[src/rtl/pipe_ctrl.sv]
// Pipeline sequencing controller: RAW interlock for a forwarding-less decode stage,
// a multi-cycle MUL/DIV freeze, branch flush, and a saturating stall-cycle counter.
module pipe_ctrl #(
    parameter int unsigned MUL_CYCLES = 3,
    parameter int unsigned DIV_CYCLES = 8,
    parameter logic [15:0] OP_MUL     = 16'h0003,
    parameter logic [15:0] OP_DIV     = 16'h0004
) (
    input  logic        clock,
    input  logic        reset,
    input  logic        id_valid,
    input  logic [15:0] id_opcode,
    input  logic [4:0]  id_rs,
    input  logic [4:0]  id_rt,
    input  logic        id_rs_used,
    input  logic        id_rt_used,
    input  logic [4:0]  id_rd,
    input  logic        id_we,
    input  logic        branch_taken,
    output logic        if_en,
    output logic        id_en,
    output logic        id_ex_bubble,
    output logic        ex_en,
    output logic        if_id_flush,
    output logic        ex_busy,
    output logic [15:0] stall_cnt
);

    localparam int unsigned MAXC  = (MUL_CYCLES > DIV_CYCLES) ? MUL_CYCLES : DIV_CYCLES;
    localparam int unsigned CNT_W = (MAXC > 2) ? $clog2(MAXC) : 1;
    localparam logic [CNT_W-1:0] MUL_LOAD = CNT_W'((MUL_CYCLES > 1) ? MUL_CYCLES - 2 : 0);
    localparam logic [CNT_W-1:0] DIV_LOAD = CNT_W'((DIV_CYCLES > 1) ? DIV_CYCLES - 2 : 0);
    localparam logic MUL_MULTI = (MUL_CYCLES > 1);
    localparam logic DIV_MULTI = (DIV_CYCLES > 1);

    typedef enum logic {RUN, MULTI} state_t;

    state_t           r_state;
    logic [CNT_W-1:0] r_cnt;
    logic [4:0]       r_ex_rd;
    logic             r_ex_we;
    logic [4:0]       r_wb_rd;
    logic             r_wb_we;
    logic [15:0]      r_stall_cnt;

    logic w_rs_match;
    logic w_rt_match;
    logic w_hazard;
    logic w_issue;
    logic w_go_mul;
    logic w_go_div;

    // Register 0 is hardwired, so it never carries a dependency.
    always_comb begin
        w_rs_match = (id_rs != 5'd0) &&
                     ((r_ex_we && id_rs == r_ex_rd) || (r_wb_we && id_rs == r_wb_rd));
        w_rt_match = (id_rt != 5'd0) &&
                     ((r_ex_we && id_rt == r_ex_rd) || (r_wb_we && id_rt == r_wb_rd));
        w_hazard   = id_valid && ((id_rs_used && w_rs_match) || (id_rt_used && w_rt_match));
    end

    always_comb begin
        if_en        = 1'b1;
        id_en        = 1'b1;
        id_ex_bubble = 1'b0;
        ex_en        = 1'b1;
        if_id_flush  = 1'b0;
        ex_busy      = 1'b0;
        if (r_state == MULTI) begin
            if_en   = 1'b0;
            id_en   = 1'b0;
            ex_en   = 1'b0;
            ex_busy = 1'b1;
        end else if (branch_taken) begin
            if_id_flush  = 1'b1;
            id_ex_bubble = 1'b1;
        end else if (w_hazard) begin
            if_en        = 1'b0;
            id_en        = 1'b0;
            id_ex_bubble = 1'b1;
        end
    end

    assign w_issue  = id_en && !id_ex_bubble && id_valid;
    assign w_go_mul = w_issue && (id_opcode == OP_MUL) && MUL_MULTI;
    assign w_go_div = w_issue && (id_opcode == OP_DIV) && DIV_MULTI;
    assign stall_cnt = r_stall_cnt;

    always_ff @(posedge clock or negedge reset) begin
        if (!reset) begin
            r_state <= RUN;
            r_cnt   <= '0;
        end else begin
            case (r_state)
                RUN: begin
                    if (w_go_mul) begin
                        r_state <= MULTI;
                        r_cnt   <= MUL_LOAD;
                    end else if (w_go_div) begin
                        r_state <= MULTI;
                        r_cnt   <= DIV_LOAD;
                    end
                end
                MULTI: begin
                    if (r_cnt != '0) r_cnt <= r_cnt - 1'b1;
                    else             r_state <= RUN;
                end
                default: r_state <= RUN;
            endcase
        end
    end

    always_ff @(posedge clock or negedge reset) begin
        if (!reset) begin
            r_ex_rd <= '0;
            r_ex_we <= 1'b0;
            r_wb_rd <= '0;
            r_wb_we <= 1'b0;
        end else if (ex_en) begin
            r_wb_rd <= r_ex_rd;
            r_wb_we <= r_ex_we;
            r_ex_rd <= w_issue ? id_rd : 5'd0;
            r_ex_we <= w_issue && id_we;
        end
    end

    always_ff @(posedge clock or negedge reset) begin
        if (!reset)                                r_stall_cnt <= '0;
        else if (!if_en && r_stall_cnt != 16'hFFFF) r_stall_cnt <= r_stall_cnt + 16'd1;
    end

endmodule

[config.mk]
export PLATFORM = sky130hd
export DESIGN_NAME = pipe_ctrl
export DESIGN_NICKNAME = d
export VERILOG_FILES = /design/src/rtl/pipe_ctrl.sv
export SDC_FILE = /design/constraint.sdc
export NUM_CORES = 1
export LEC_CHECK = 0
export CAP_MARGIN = 10
export CORE_MARGIN = 4
export CORE_UTILIZATION = 49
export DETAILED_ROUTE_END_ITERATION = 12
export GPL_TIMING_DRIVEN = 0
export HOLD_SLACK_MARGIN = 0.06
export PLACE_DENSITY = 0.85
export SLEW_MARGIN = 40
export SYNTH_ARGS = -nofsm -noshare
export SYNTH_HDL_FRONTEND = slang
export SYNTH_SLANG_ARGS = --single-unit
[constraint.sdc]
create_clock -name clock -period 6.1 [get_ports clock]
set_clock_uncertainty 0.15 [all_clocks]
set_input_delay 1.22 -clock clock [delete_from_list [all_inputs] [get_ports clock]]
set_output_delay 1.22 -clock clock [all_outputs]
set_load 0.005 [all_outputs]
Word level (Yosys, flattened, before mapping)
Index checks and enable logic that the tools add are counted.
{ "classes": {"addsub": 2, "mul": 0, "n_div": 0, "order_cmp": 0, "n_eq_ne": 9, "n_shift": 0, "mux": 19, "bitwise_logic": 1, "reduce_logical": 24} }
{ "op_table": {"columns": ["operator", "n"], "rows": [
  ["== test 5 bit", 4],
  ["adder 16 x 1 -> 16 bit, second input constant", 1],
  ["== test 16 x 2 -> 1 bit, second input constant", 1],
  ["== test 16 x 3 -> 1 bit, second input constant", 1],
  ["!= test 16 bit, second input constant", 1],
  ["logical AND 1 bit", 15],
  ["2-to-1 mux 1 bit", 13],
  ["nonzero test 5 bit", 2],
  ["2-to-1 mux 3 bit", 3],
  ["case mux 3 bit (2 select lines)", 1],
  ["2-to-1 mux 5 bit", 1],
  ["logical OR 1 bit", 3],
  ["!= test 3 bit, second input constant", 1],
  ["nonzero test 3 bit", 1],
  ["subtractor 3 x 1 -> 3 bit, second input constant", 1],
  ["logical NOT 1 bit", 2],
  ["!= test 2 x 1 -> 1 bit, second input constant", 1],
  ["case mux 1 bit (2 select lines)", 1],
  ["AND reduction 2 bit", 1],
  ["inverter 1 bit", 1]
]} }
{ "word_totals": {"register_bits": 32, "latch_bits": 0, "mem_bits_rw": 0, "mem_bits_ro": 0, "mem_count": 0} }

Depth between registers and ports, before layout
Gate-level depths: netlist of the first run.
{ "depth": {"ltp_word": 17, "ltp_mapped": 8, "ltp_nobuf": 7} }

Least setup slack after synthesis of the first run
No wires, ideal clock.
{ "synth_timing": {"path_type": "input-to-output", "start": "in id_rs[1]", "end": "out if_en", "t_arrival_ps": 2397, "required_ps": 4730, "slack_ps": 2333, "path_stages": 6, "cell_sequence": "or4_1 o21ai_1 o22ai_2 a21o_1 inv_1 buf_4"} }
{ "synth_between": {"elab_chain_len": 10, "elab_cells_between_ends": 13, "classes_between": "2 x eq/ne; 3 x mux; 8 x reduce/logical"} }
{ "synth_rtl": {"columns": ["item", "line", "rtl"], "rows": [
  ["from (decl)", "13", "input logic [4:0] id_rs,"],
  ["== test 5 bit", "56", "((r_ex_we && id_rs == r_ex_rd) || (r_wb_we && id_rs == r_wb_rd));"],
  ["logical AND 1 bit", "56", null],
  ["logical OR 1 bit", "56", null],
  ["logical AND 1 bit (*)", "55", "w_rs_match = (id_rs != 5'd0) &&"],
  ["logical AND 1 bit (*)", "59", "w_hazard = id_valid && ((id_rs_used && w_rs_match) || (id_rt_used && w_rt_match));"],
  ["logical OR 1 bit (*)", "59", null],
  ["logical AND 1 bit (*)", "59", null],
  ["2-to-1 mux 1 bit (*) (3 in a row)", null, null],
  ["to (decl)", "20", "output logic if_en,"]
]} }
Every way passes the cells marked *; elsewhere a longest branch is shown, timed or not.

Worst setup path after layout of the first run
{ "layout_timing": {"start": "in id_rt[4]", "end": "out if_en"} }
{ "layout_between": {"elab_chain_len": 10, "elab_cells_between_ends": 13, "classes_between": "2 x eq/ne; 3 x mux; 8 x reduce/logical"} }
{ "layout_rtl": {"columns": ["item", "line", "rtl"], "rows": [
  ["from (decl)", "14", "input logic [4:0] id_rt,"],
  ["== test 5 bit", "58", "((r_ex_we && id_rt == r_ex_rd) || (r_wb_we && id_rt == r_wb_rd));"],
  ["logical AND 1 bit", "58", null],
  ["logical OR 1 bit", "58", null],
  ["logical AND 1 bit (*)", "57", "w_rt_match = (id_rt != 5'd0) &&"],
  ["logical AND 1 bit (*)", "59", null],
  ["logical OR 1 bit (*)", "59", null],
  ["logical AND 1 bit (*)", "59", null],
  ["2-to-1 mux 1 bit (*)", "77", "end else if (w_hazard) begin"],
  ["2-to-1 mux 1 bit (*)", "74", "end else if (branch_taken) begin"],
  ["2-to-1 mux 1 bit (*)", "69", "if (r_state == MULTI) begin"]
]} }
Marked as above.

==> results of run 1 <==
-- path summary, 6_finish.rpt --
path                              start             to  slack, ps  cells past startpoint
setup / recovery               id_rt[4]          if_en       1190                      9
hold / removal             stall_cnt[9]   stall_cnt[9]        350                      1
min in group asynchronous         reset       r_cnt[1]        680                      1
hold reg to reg            stall_cnt[9]   stall_cnt[9]        350                      1
max in group asynchronous         reset     r_ex_rd[4]       4700                      2
setup reg to reg             r_wb_rd[4]  stall_cnt[15]       3660                      8
-- per-layer routing --
metal	up-vias	wire [um]
met5	-	0
li1	749	-
met2	45	2049
met1	722	1940
met4	0	53
met3	6	300
-- cells in the mapped netlist, drive strengths merged (4+ instances only) --
library cell  instances  area share
nor4                  6       0.021
and3                  6       0.021
nor3                  4       0.014
nand3                 9       0.025
dfrtp                32        0.45
nor2                  5       0.012
mux2                  7       0.044
a22o                  6       0.029
nand4                 5       0.017
xnor2                17       0.083
nand2                 9       0.019
xor2                 17       0.083
nor2b                 4       0.014
inv                   6       0.013
-- flip-flops by register name, indices dropped and copies added (netlist names) --
signal and count:
r_cnt 3, r_ex_rd 5, r_ex_we 1, r_state 1, r_wb_rd 5, r_wb_we 1
stall_cnt 16
-- per-stage QoR --
| stage | worst slack (ps) | hold slack (ps) |
|---|---|---|
| detailed placement | 1230 | 337.2 |
| floorplan | 2333 | 330.8 |
| finish | 1189 | 350.6 |
| CTS | 1214 | 350.6 |
| global placement | 1219 | 328.8 |
| global route | 1040 | 367.3 |
-- area by class of cell --
cell class	instances	area, sq um
multi-input combinational	128	944.7
fill	261	895.9
sequential	32	800.8
timing repair buffer	60	613.1
clock buffer	5	68.82
tap	46	57.56
inverter	6	22.52
buffer	4	20.02
clock inverter	3	18.77
-- worst max-delay path: cells and delay by family --
kind                      cells  cell delay, ps
buffers and inverters         4            1130
AOI/OAI and AO/OA             3             700
and+or+nand+nor               1             320
xor gates and xnor gates      1             180
-- power by group through the flow --
| stage | logic (W) | registers (W) | clock network [W] |
|---|---|---|---|
| floorplan | 0.0000180 | 0.000225 | 0 |
| global route | 0.0000631 | 0.000222 | 0.000177 |
| finish | 0.0000578 | 0.000222 | 0.000161 |
| CTS | 0.0000584 | 0.000222 | 0.000166 |
| detailed placement | 0.0000578 | 0.000226 | 0 |
| global placement | 0.0000551 | 0.000226 | 0 |
-- kinds of logic (layout without fill, tap and decap cells) --
family | count (synthesis) | in the layout | synth area share
buffers and inverters | 10 | 78 | 0.02379
and+or+nand+nor | 59 | 59 | 0.1917
muxes | 7 | 7 | 0.04409
xor gates and xnor gates | 34 | 34 | 0.1665
adders and majority gates | 3 | 3 | 0.02100
DFF | 32 | 32 | 0.4479
AOI/OAI and AO/OA | 25 | 25 | 0.1050
==> reports/qor.csv, run 1 <==
stage,metric,value,unit
worst_setup_path,Startpoint Class,input pin,
place,placed cell count,276,
place,HPWL reported at the end of detailed placement,3.323,mm
worst_setup_path,Crit. End Element,output pin,
timing,"Hold Vio Cnt, Final",0,
global_routing,largest net degree at the start of global routing,21,
timing,RSZ-0062 raised after global routing,false,
timing,Final Max Tran Viols,0,
layout,# diodes,0,
run,max-cap violation count,0,
layout,fin area,2546,sq um
timing,Tcrit/Tclk final,0.8051,
die,num ports,60,
detailed_routing,Routed Antenna Nets,0,
global_routing,first-pass GRT wire length,7.072,mm
timing,Fin Setup TNS,0,ps
logic_synthesis,post-synthesis sequential area ratio,0.4479,
place,IO buf count,59,
clocking,Bufs on Longest Clock Path,2,
power,total chip power,0.0004408,W
layout,non-filler instance count after layout,284,
layout,share of layout cells above drive strength 1,0.1008,
logic_synthesis,syn_nets,211,
timing,fmax,0.2036,GHz
detailed_routing,Via Count,1522,
timing,Final min period,4911,ps
worst_setup_path,crit-path max cell delay,480,ps
detailed_routing,First-pass DRT Iterations,4,
logic_synthesis,Syn. warnings,0,
clocking,total CTS buffers,5,
global_routing,met3 usage,0.07882,
detailed_routing,wire length per cell,15.29,um
power,PD cells,173.1,nW/um^2
global_routing,met1 Usage GRT,0.2588,
clocking,PostCTS Resize Cnt,0,
clocking,Clock Sink Count,32,
global_routing,GR Overflow Total,0,
worst_setup_path,"Arr. time, crit path",3540,ps
logic_synthesis,syn_area_per_cell,10.52,sq um
detailed_routing,First DRT Iteration DRCs,69,
die,row count,21,
worst_setup_path,critical setup path kind,input pin to output pin,
worst_setup_path,WP data required,4730,ps
clocking,H-tree depth,2,
power,maximum vdd ir drop,147.3,uV
clocking,Setup Buffers After CTS,0,
power,leakage,1.129,nW
layout,"commonest non-fill, non-tap cells in the layout","clkdlybuf4s50_1 (58), dfrtp_1 (32), xor2_1 (17), xnor2_1 (17)",
power,net switching power,0.0001084,W
die,die area,4679,sq um
timing,setup violators final,0,
status,status,finished clean,
place,GPL Wtd Cong,0.7947,
worst_setup_path,CP cell instances,clkdlybuf4s50_1 > xor2_1 > nor4_1 > a32oi_1 > o22ai_2 > a21o_1 > inv_1 > buf_4 > clkdlybuf4s50_1,
global_routing,met2 Track Usage GR,0.3397,
worst_setup_path,crit path max fanout,5,
clocking,Clock transition at path regs,70,ps
timing,worst rel slew slack,0.6302,
layout,post-layout util,0.7397,
worst_setup_path,Worst path most repeated cell,clkdlybuf4s50_1,
die,core area,3442,sq um
logic_synthesis,ys async rst share,1.000,
global_routing,number of global-route vias before repair,1537,
detailed_routing,post-route DRC violation count,0,
timing,Tightest Pin Transition,554.7,ps
place,dpl cell area,2459,sq um
layout,nets,278,
logic_synthesis,Gate Count Post-Synth,170,
worst_setup_path,CP max stage cell,clkdlybuf4s50_1,
logic_synthesis,Post-Syn Area,1788,sq um
die,die width,68.41,um
global_routing,Most Crowded Layer GR,met2,
power,Clk pwr share,0.366,
clocking,Clock Tree Root,clkbuf_8,
worst_hold_path,worst min path class,flip-flop to flip-flop,
global_routing,total track usage,0.2095,
power,internal power,0.0003324,W
die,Initial Utilization,0.5194,
power,Gate power share,0.131,
power,Net Sw Frac,0.2459,
logic_synthesis,synthesized flop and latch total,32,
layout,synthesis-to-layout area growth,42.41,%
clocking,worst skew pair latency,290,ps
clocking,Post-CTS Hold Buffers,0,
global_routing,initial antenna violation count,0,
detailed_routing,WL final,4.342,mm
die,Die Y,68.41,um
detailed_routing,vias per cell,5.359,
clocking,CTS tree,done,
power,sequential power share,0.503,
logic_synthesis,synth unique cells,40,
logic_synthesis,"Top FF cell, synth",dfrtp_1,
logic_synthesis,Post-synth EDFFs,0,
layout,"most common cell after layout, fill and taps aside",clkdlybuf4s50_1,
(Power assumes the default switching activity.)
==> inputs of run 2 (changes only) <==
- CORE_UTILIZATION: 49 -> 45
- PLACE_DENSITY: 0.85 -> 0.79
- clock period: 6.1 -> 4.6 ns (I/O delays scaled with it)
==> run 2 against run 1 <==
Net effect:
- setup slack worse by 850 ps
- sequential cell count unchanged
- sequential power is 32% higher
- wire length up 0.32%
- critical path type unchanged
==> reports/qor.csv, run 2 (synthesis gave the netlist of run 1 again) <==
stage,metric,value,unit,change
place,IO buf count,59,,unchanged
worst_setup_path,Startpoint Class,input pin,,
worst_setup_path,CP cell instances,clkdlybuf4s50_1 > xor2_1 > nor4_1 > a32oi_1 > o22ai_2 > a21o_1 > inv_1 > buf_4 > clkdlybuf4s50_1,,
timing,RSZ-0062 raised after global routing,false,,
layout,# diodes,0,,unchanged
power,maximum vdd ir drop,168.9,uV,+15%
worst_setup_path,crit-path max cell delay,480,ps,about the same
worst_setup_path,Buf/Inv on CP,4,,unchanged
global_routing,initial antenna violation count,0,,unchanged
run,max-cap violation count,0,,unchanged
clocking,Clock transition at path regs,70,ps,about the same
timing,setup violators final,0,,unchanged
layout,fin area,2554,sq um,+0.29%
layout,"commonest non-fill, non-tap cells in the layout","clkdlybuf4s50_1 (58), dfrtp_1 (32), xor2_1 (17), xnor2_1 (17)",,
worst_setup_path,critical setup path kind,input pin to output pin,,
worst_hold_path,worst min path class,flip-flop to flip-flop,,
clocking,PostCTS Resize Cnt,0,,unchanged
clocking,Post-CTS Hold Buffers,0,,unchanged
place,GPL Wtd Cong,0.8456,,+6.4%
detailed_routing,WL final,4.356,mm,+0.32%
power,Net Sw Frac,0.2360,,-0.009895
worst_setup_path,R2R Setup Slk,2230,ps,-1430 ps
power,Clk pwr share,0.377,,+0.011
timing,fmax,0.2345,GHz,
timing,Fin Setup TNS,0,ps,unchanged
die,Initial Utilization,0.4776,,-0.04184
clocking,Setup Buffers After CTS,0,,unchanged
clocking,CTS tree,done,,
die,num ports,60,,unchanged
die,core area,3744,sq um,+8.8%
global_routing,GR Overflow Total,0,,unchanged
place,HPWL reported at the end of detailed placement,3.316,mm,-0.20%
clocking,H-tree depth,2,,unchanged
detailed_routing,First DRT Iteration DRCs,89,,+29%
timing,Tightest Pin Transition,563.6,ps,+8.891 ps
worst_setup_path,Worst path top cell family by delay,buffers and inverters,,
clocking,total CTS buffers,5,,unchanged
worst_setup_path,Worst path most repeated cell,clkdlybuf4s50_1,,
worst_setup_path,CP max stage cell,clkdlybuf4s50_1,,
detailed_routing,Via Count,1520,,-0.13%
layout,non-filler instance count after layout,286,,+0.70%
die,die width,71.04,um,+3.8%
worst_setup_path,worst r2r dst,stall_cnt[13],,
detailed_routing,wire length per cell,15.23,um,-0.38%
global_routing,first-pass GRT wire length,7.500,mm,+6.1%
detailed_routing,Routed Antenna Nets,0,,unchanged
layout,share of layout cells above drive strength 1,0.1008,,unchanged
power,Gate power share,0.129,,-0.002
power,sequential power share,0.493,,-0.010
global_routing,largest net degree at the start of global routing,25,,+19%
layout,"most common cell after layout, fill and taps aside",clkdlybuf4s50_1,,
timing,Final Max Tran Viols,0,,unchanged
worst_setup_path,crit path max fanout,5,,unchanged
clocking,Clock Sink Count,32,,unchanged
worst_setup_path,"Arr. time, crit path",3190,ps,-350 ps
power,PD cells,233.3,nW/um^2,+35%
clocking,Clock Tree Root,clkbuf_8,,
detailed_routing,First-pass DRT Iterations,4,,unchanged
clocking,Bufs on Longest Clock Path,2,,unchanged
worst_setup_path,FF-to-FF path depth,8,,unchanged
layout,nets,278,,unchanged
status,status,finished clean,,
die,die area,5046,sq um,+7.8%
place,dpl cell area,2461,sq um,+0.10%
worst_hold_path,min-delay src,stall_cnt[9],,
power,net switching power,0.0001406,W,+30%
timing,worst rel slew slack,0.6243,,-0.005928
die,Die Y,71.04,um,+3.8%
global_routing,number of global-route vias before repair,1664,,+8.3%
die,row count,22,,+4.8%
layout,post-layout util,0.6822,,-0.05758
timing,"Hold Vio Cnt, Final",0,,unchanged
clocking,worst skew pair latency,290,ps,about the same
layout,synthesis-to-layout area growth,42.83,%,
detailed_routing,post-route DRC violation count,0,,unchanged
timing,Final min period,4264,ps,
worst_setup_path,Crit. End Element,output pin,,
layout,max reg flops,16,,unchanged
worst_setup_path,WP data required,3530,ps,-1200 ps
detailed_routing,vias per cell,5.315,,-0.83%
place,placed cell count,278,,+0.72%
power,leakage,1.133,nW,+0.27%
timing,Tcrit/Tclk final,0.9270,,
worst_hold_path,WHS Endpoint,stall_cnt[9],,
worst_setup_path,Worst R2R Start,r_ex_rd[4],,
global_routing,total track usage,0.1858,,-0.02366
timing,hold_ws,341.4,ps,-9.143 ps
worst_hold_path,hold depth,1,,unchanged
power,internal power,0.0004551,W,+37%
[run 2: power by group through the flow]
| stage | Combinational (W) | Clock [W] | Sequential, W |
|---|---|---|---|
| 2_1_floorplan | 0.0000239 | 0 | 0.000298 |
| 3_3_place_gp | 0.0000735 | 0 | 0.000299 |
| 3_5_place_dp | 0.0000768 | 0 | 0.000299 |
| 4_1_cts | 0.0000780 | 0.000229 | 0.000294 |
| 5_1_grt | 0.0000844 | 0.000242 | 0.000295 |
| 6_report | 0.0000770 | 0.000225 | 0.000294 |
[run 2: layout make-up]
type / instances / area [sq um]
inverter: 6 / 22.52
buffer: 4 / 20.02
multi-input combinational: 128 / 944.7
clock inverter: 2 / 10.01
fill: 302 / 1190
tap: 48 / 60.06
clock buffer: 6 / 82.58
timing repair buffer: 60 / 613.1
sequential: 32 / 800.8
[run 2: worst max-delay path by stage]
| stage | start | end | slack [ps] | depth (start not counted) |
|---|---|---|---|---|
| final | id_rs[4] | if_en | 340 | 9 |
| after global routing | id_rs[4] | if_en | 140 | 9 |
| after CTS | id_rs[4] | if_en | 300 | 9 |
| after detailed placement | id_rs[4] | if_en | 310 | 9 |
| after global placement | id_rs[2] | if_en | 290 | 9 |
| after floorplan | id_rs[1] | if_en | 1430 | 6 |
[run 2: stage by stage]
step	setup slack [ps]	power (W)
6_report	335.9	0.0005957
5_1_grt	137.7	0.0006206
4_1_cts	302.9	0.0006005
3_5_place_dp	311.2	0.0003759
3_3_place_gp	290.7	0.0003725
2_1_floorplan	1433	0.0003218
[run 2: worst reg2reg max path: stages, from the launching register on]
cell,delay (ps)
dfrtp_1,420
xor2_1,160
nor4_1,280
a32oi_1,160
o22ai_2,290
a31o_2,280
buf_2,240
nand3_1,130
xnor2_1,150
[run 2: per-layer routing]
layer	part of all wire	global-route usage	wire [um]	vias up
met5	0	0	0	-
met4	0.017	0.05846	74	0
met3	0.050	0.05966	216	9
met2	0.49	0.3090	2153	36
met1	0.44	0.2294	1911	727
li1	-	-	-	748
==> inputs of run 3 (changes only) <==
- CORE_UTILIZATION: 45 -> 35
- PLACE_DENSITY: 0.79 -> default
- SLEW_MARGIN: 40 -> default
==> run 3 against run 2 <==
Net effect:
- first-iteration DRC count down 61%
- largest power group unchanged
- sequential cell count unchanged
- maximum frequency down 0.62%
- setup slack worse by 26 ps
- cell count up 5.2%
==> reports/qor.csv, run 3 (synthesis gave the netlist of run 1 again) <==
stage,metric,value,unit,change
timing,Final Max Tran Viols,0,,unchanged
worst_setup_path,"Arr. time, crit path",3220,ps,+30 ps
power,PD cells,220.7,nW/um^2,-5.4%
global_routing,GR Overflow Total,0,,unchanged
worst_setup_path,crit path max fanout,5,,unchanged
power,net switching power,0.0001268,W,-9.8%
clocking,CTS tree,done,,
worst_setup_path,CP max stage cell,clkdlybuf4s50_1,,
timing,Tcrit/Tclk final,0.9327,,+0.005754
worst_setup_path,critical setup path kind,input pin to output pin,,
die,Die Y,79.48,um,+12%
clocking,total CTS buffers,5,,unchanged
place,dpl cell area,2457,sq um,-0.15%
worst_setup_path,Startpoint Class,input pin,,
layout,non-filler instance count after layout,301,,+5.2%
global_routing,first-pass GRT wire length,7.265,mm,-3.1%
clocking,PostCTS Resize Cnt,0,,unchanged
timing,setup violators final,0,,unchanged
die,num ports,60,,unchanged
power,maximum vdd ir drop,130.4,uV,-23%
detailed_routing,WL final,4.300,mm,-1.3%
detailed_routing,First DRT Iteration DRCs,35,,-61%
place,GPL Wtd Cong,0.8928,,+5.6%
clocking,H-tree depth,2,,unchanged
clocking,worst skew pair latency,280,ps,about the same
timing,worst rel slew slack,0.5209,,-0.1033
timing,Final min period,4291,ps,+26.47 ps
worst_hold_path,worst min path class,flip-flop to flip-flop,,
layout,"most common cell after layout, fill and taps aside",clkdlybuf4s50_1,,
detailed_routing,post-route DRC violation count,0,,unchanged
die,row count,25,,+14%
global_routing,largest net degree at the start of global routing,33,,+32%
place,IO buf count,59,,unchanged
layout,nets,277,,-0.36%
detailed_routing,vias per cell,4.927,,-7.3%
power,Clk pwr share,0.340,,-0.037
worst_setup_path,Worst path most repeated cell,clkdlybuf4s50_1,,
clocking,Clock Sink Count,32,,unchanged
die,core area,4848,sq um,+30%
power,Gate power share,0.132,,+0.003
power,sequential power share,0.528,,+0.035
detailed_routing,Routed Antenna Nets,0,,unchanged
worst_setup_path,CP cell instances,clkdlybuf4s50_1 > xor2_1 > nor4_1 > a32oi_1 > o22ai_2 > a21o_1 > inv_1 > buf_4 > clkdlybuf4s50_1,,
global_routing,total track usage,0.1474,,-0.03842
power,leakage,1.105,nW,-2.4%
layout,# diodes,0,,unchanged
die,die width,79.48,um,+12%
die,die area,6316,sq um,+25%
power,total chip power,0.0005575,W,-6.4%
worst_setup_path,WP data required,3530,ps,about the same
power,internal power,0.0004307,W,-5.4%
timing,Fin Setup TNS,0,ps,unchanged
global_routing,initial antenna violation count,0,,unchanged
global_routing,number of global-route vias before repair,1550,,-6.9%
detailed_routing,First-pass DRT Iterations,4,,unchanged
layout,max reg flops,16,,unchanged
worst_setup_path,crit-path max cell delay,490,ps,about the same
clocking,Bufs on Longest Clock Path,2,,unchanged
clocking,Setup Buffers After CTS,0,,unchanged
die,Initial Utilization,0.3688,,-0.1088
layout,synthesis-to-layout area growth,41.29,%,
clocking,Post-CTS Hold Buffers,0,,unchanged
layout,share of layout cells above drive strength 1,0.08547,,-0.01537
timing,"Hold Vio Cnt, Final",0,,unchanged
power,Net Sw Frac,0.2274,,-0.008572
timing,Tightest Pin Transition,718.6,ps,+155.0 ps
detailed_routing,wire length per cell,14.29,um,-6.2%
layout,"commonest non-fill, non-tap cells in the layout","clkdlybuf4s50_1 (58), dfrtp_1 (32), xor2_1 (17), xnor2_1 (17)",,
run,max-cap violation count,0,,unchanged
worst_setup_path,R2R Setup Slk,2180,ps,-50 ps
detailed_routing,Via Count,1483,,-2.4%
layout,post-layout util,0.5210,,-0.1611
place,placed cell count,296,,+6.5%
timing,RSZ-0062 raised after global routing,false,,
place,HPWL reported at the end of detailed placement,3.329,mm,+0.37%
layout,fin area,2526,sq um,-1.1%
clocking,Clock transition at path regs,60,ps,about the same
status,status,finished clean,,
worst_setup_path,Crit. End Element,output pin,,
clocking,Clock Tree Root,clkbuf_8,,
timing,fmax,0.2331,GHz,-0.62%
## run 3: metrics by stage
step	hold slack, ps	setup WS (ps)
after floorplan	330.8	1433
after global placement	334.6	239.1
after detailed placement	351.5	285.2
after CTS	362.1	270.2
after global routing	374.8	121.3
final	356.9	309.4
## run 3: routing by layer
layer  GRT usage  share of wire  vias to the layer above
met5           0              0                        -
met3     0.04853          0.068                        8
met1      0.1979           0.48                      697
li1            -              -                      737
met2      0.2212           0.43                       41
met4     0.05155          0.014                        0
## run 3: power groups by stage
| stage | clock network (W) | registers, W | logic (W) |
|---|---|---|---|
| 3_3_place_gp | 0 | 0.000299 | 0.0000747 |
| 4_1_cts | 0.000198 | 0.000294 | 0.0000750 |
| 6_report | 0.000190 | 0.000294 | 0.0000736 |
| 5_1_grt | 0.000207 | 0.000295 | 0.0000810 |
| 3_5_place_dp | 0 | 0.000299 | 0.0000741 |
| 2_1_floorplan | 0 | 0.000298 | 0.0000239 |
## run 3: critical path, delay by kind of cell
kind / cells / cell delay, ps
and+or+nand+nor: 1 / 280
buffers and inverters: 4 / 1130
xor gates and xnor gates: 1 / 200
AOI/OAI and AO/OA: 3 / 700
## run 3: worst paths after layout
check                      cells after the start    startpoint       endpoint
setup reg to reg                               8    r_ex_rd[4]   stall_cnt[8]
setup / recovery                               9      id_rs[2]          if_en
max in group asynchronous                      1         reset  stall_cnt[10]
hold reg to reg                                1  stall_cnt[9]   stall_cnt[9]
min in group asynchronous                      1         reset       r_cnt[0]
hold / removal                                 1  stall_cnt[9]   stall_cnt[9]
## run 3: cell type report
type                            count  area (sq um)
Fill cell                         457          2322
Inverter                            6         22.52
Timing Repair Buffer               59         585.6
Sequential cell                    32         800.8
Clock buffer                        5         68.82
Multi-Input combinational cell    128         944.7
Tap cell                           67         83.83
Buffer                              4         20.02
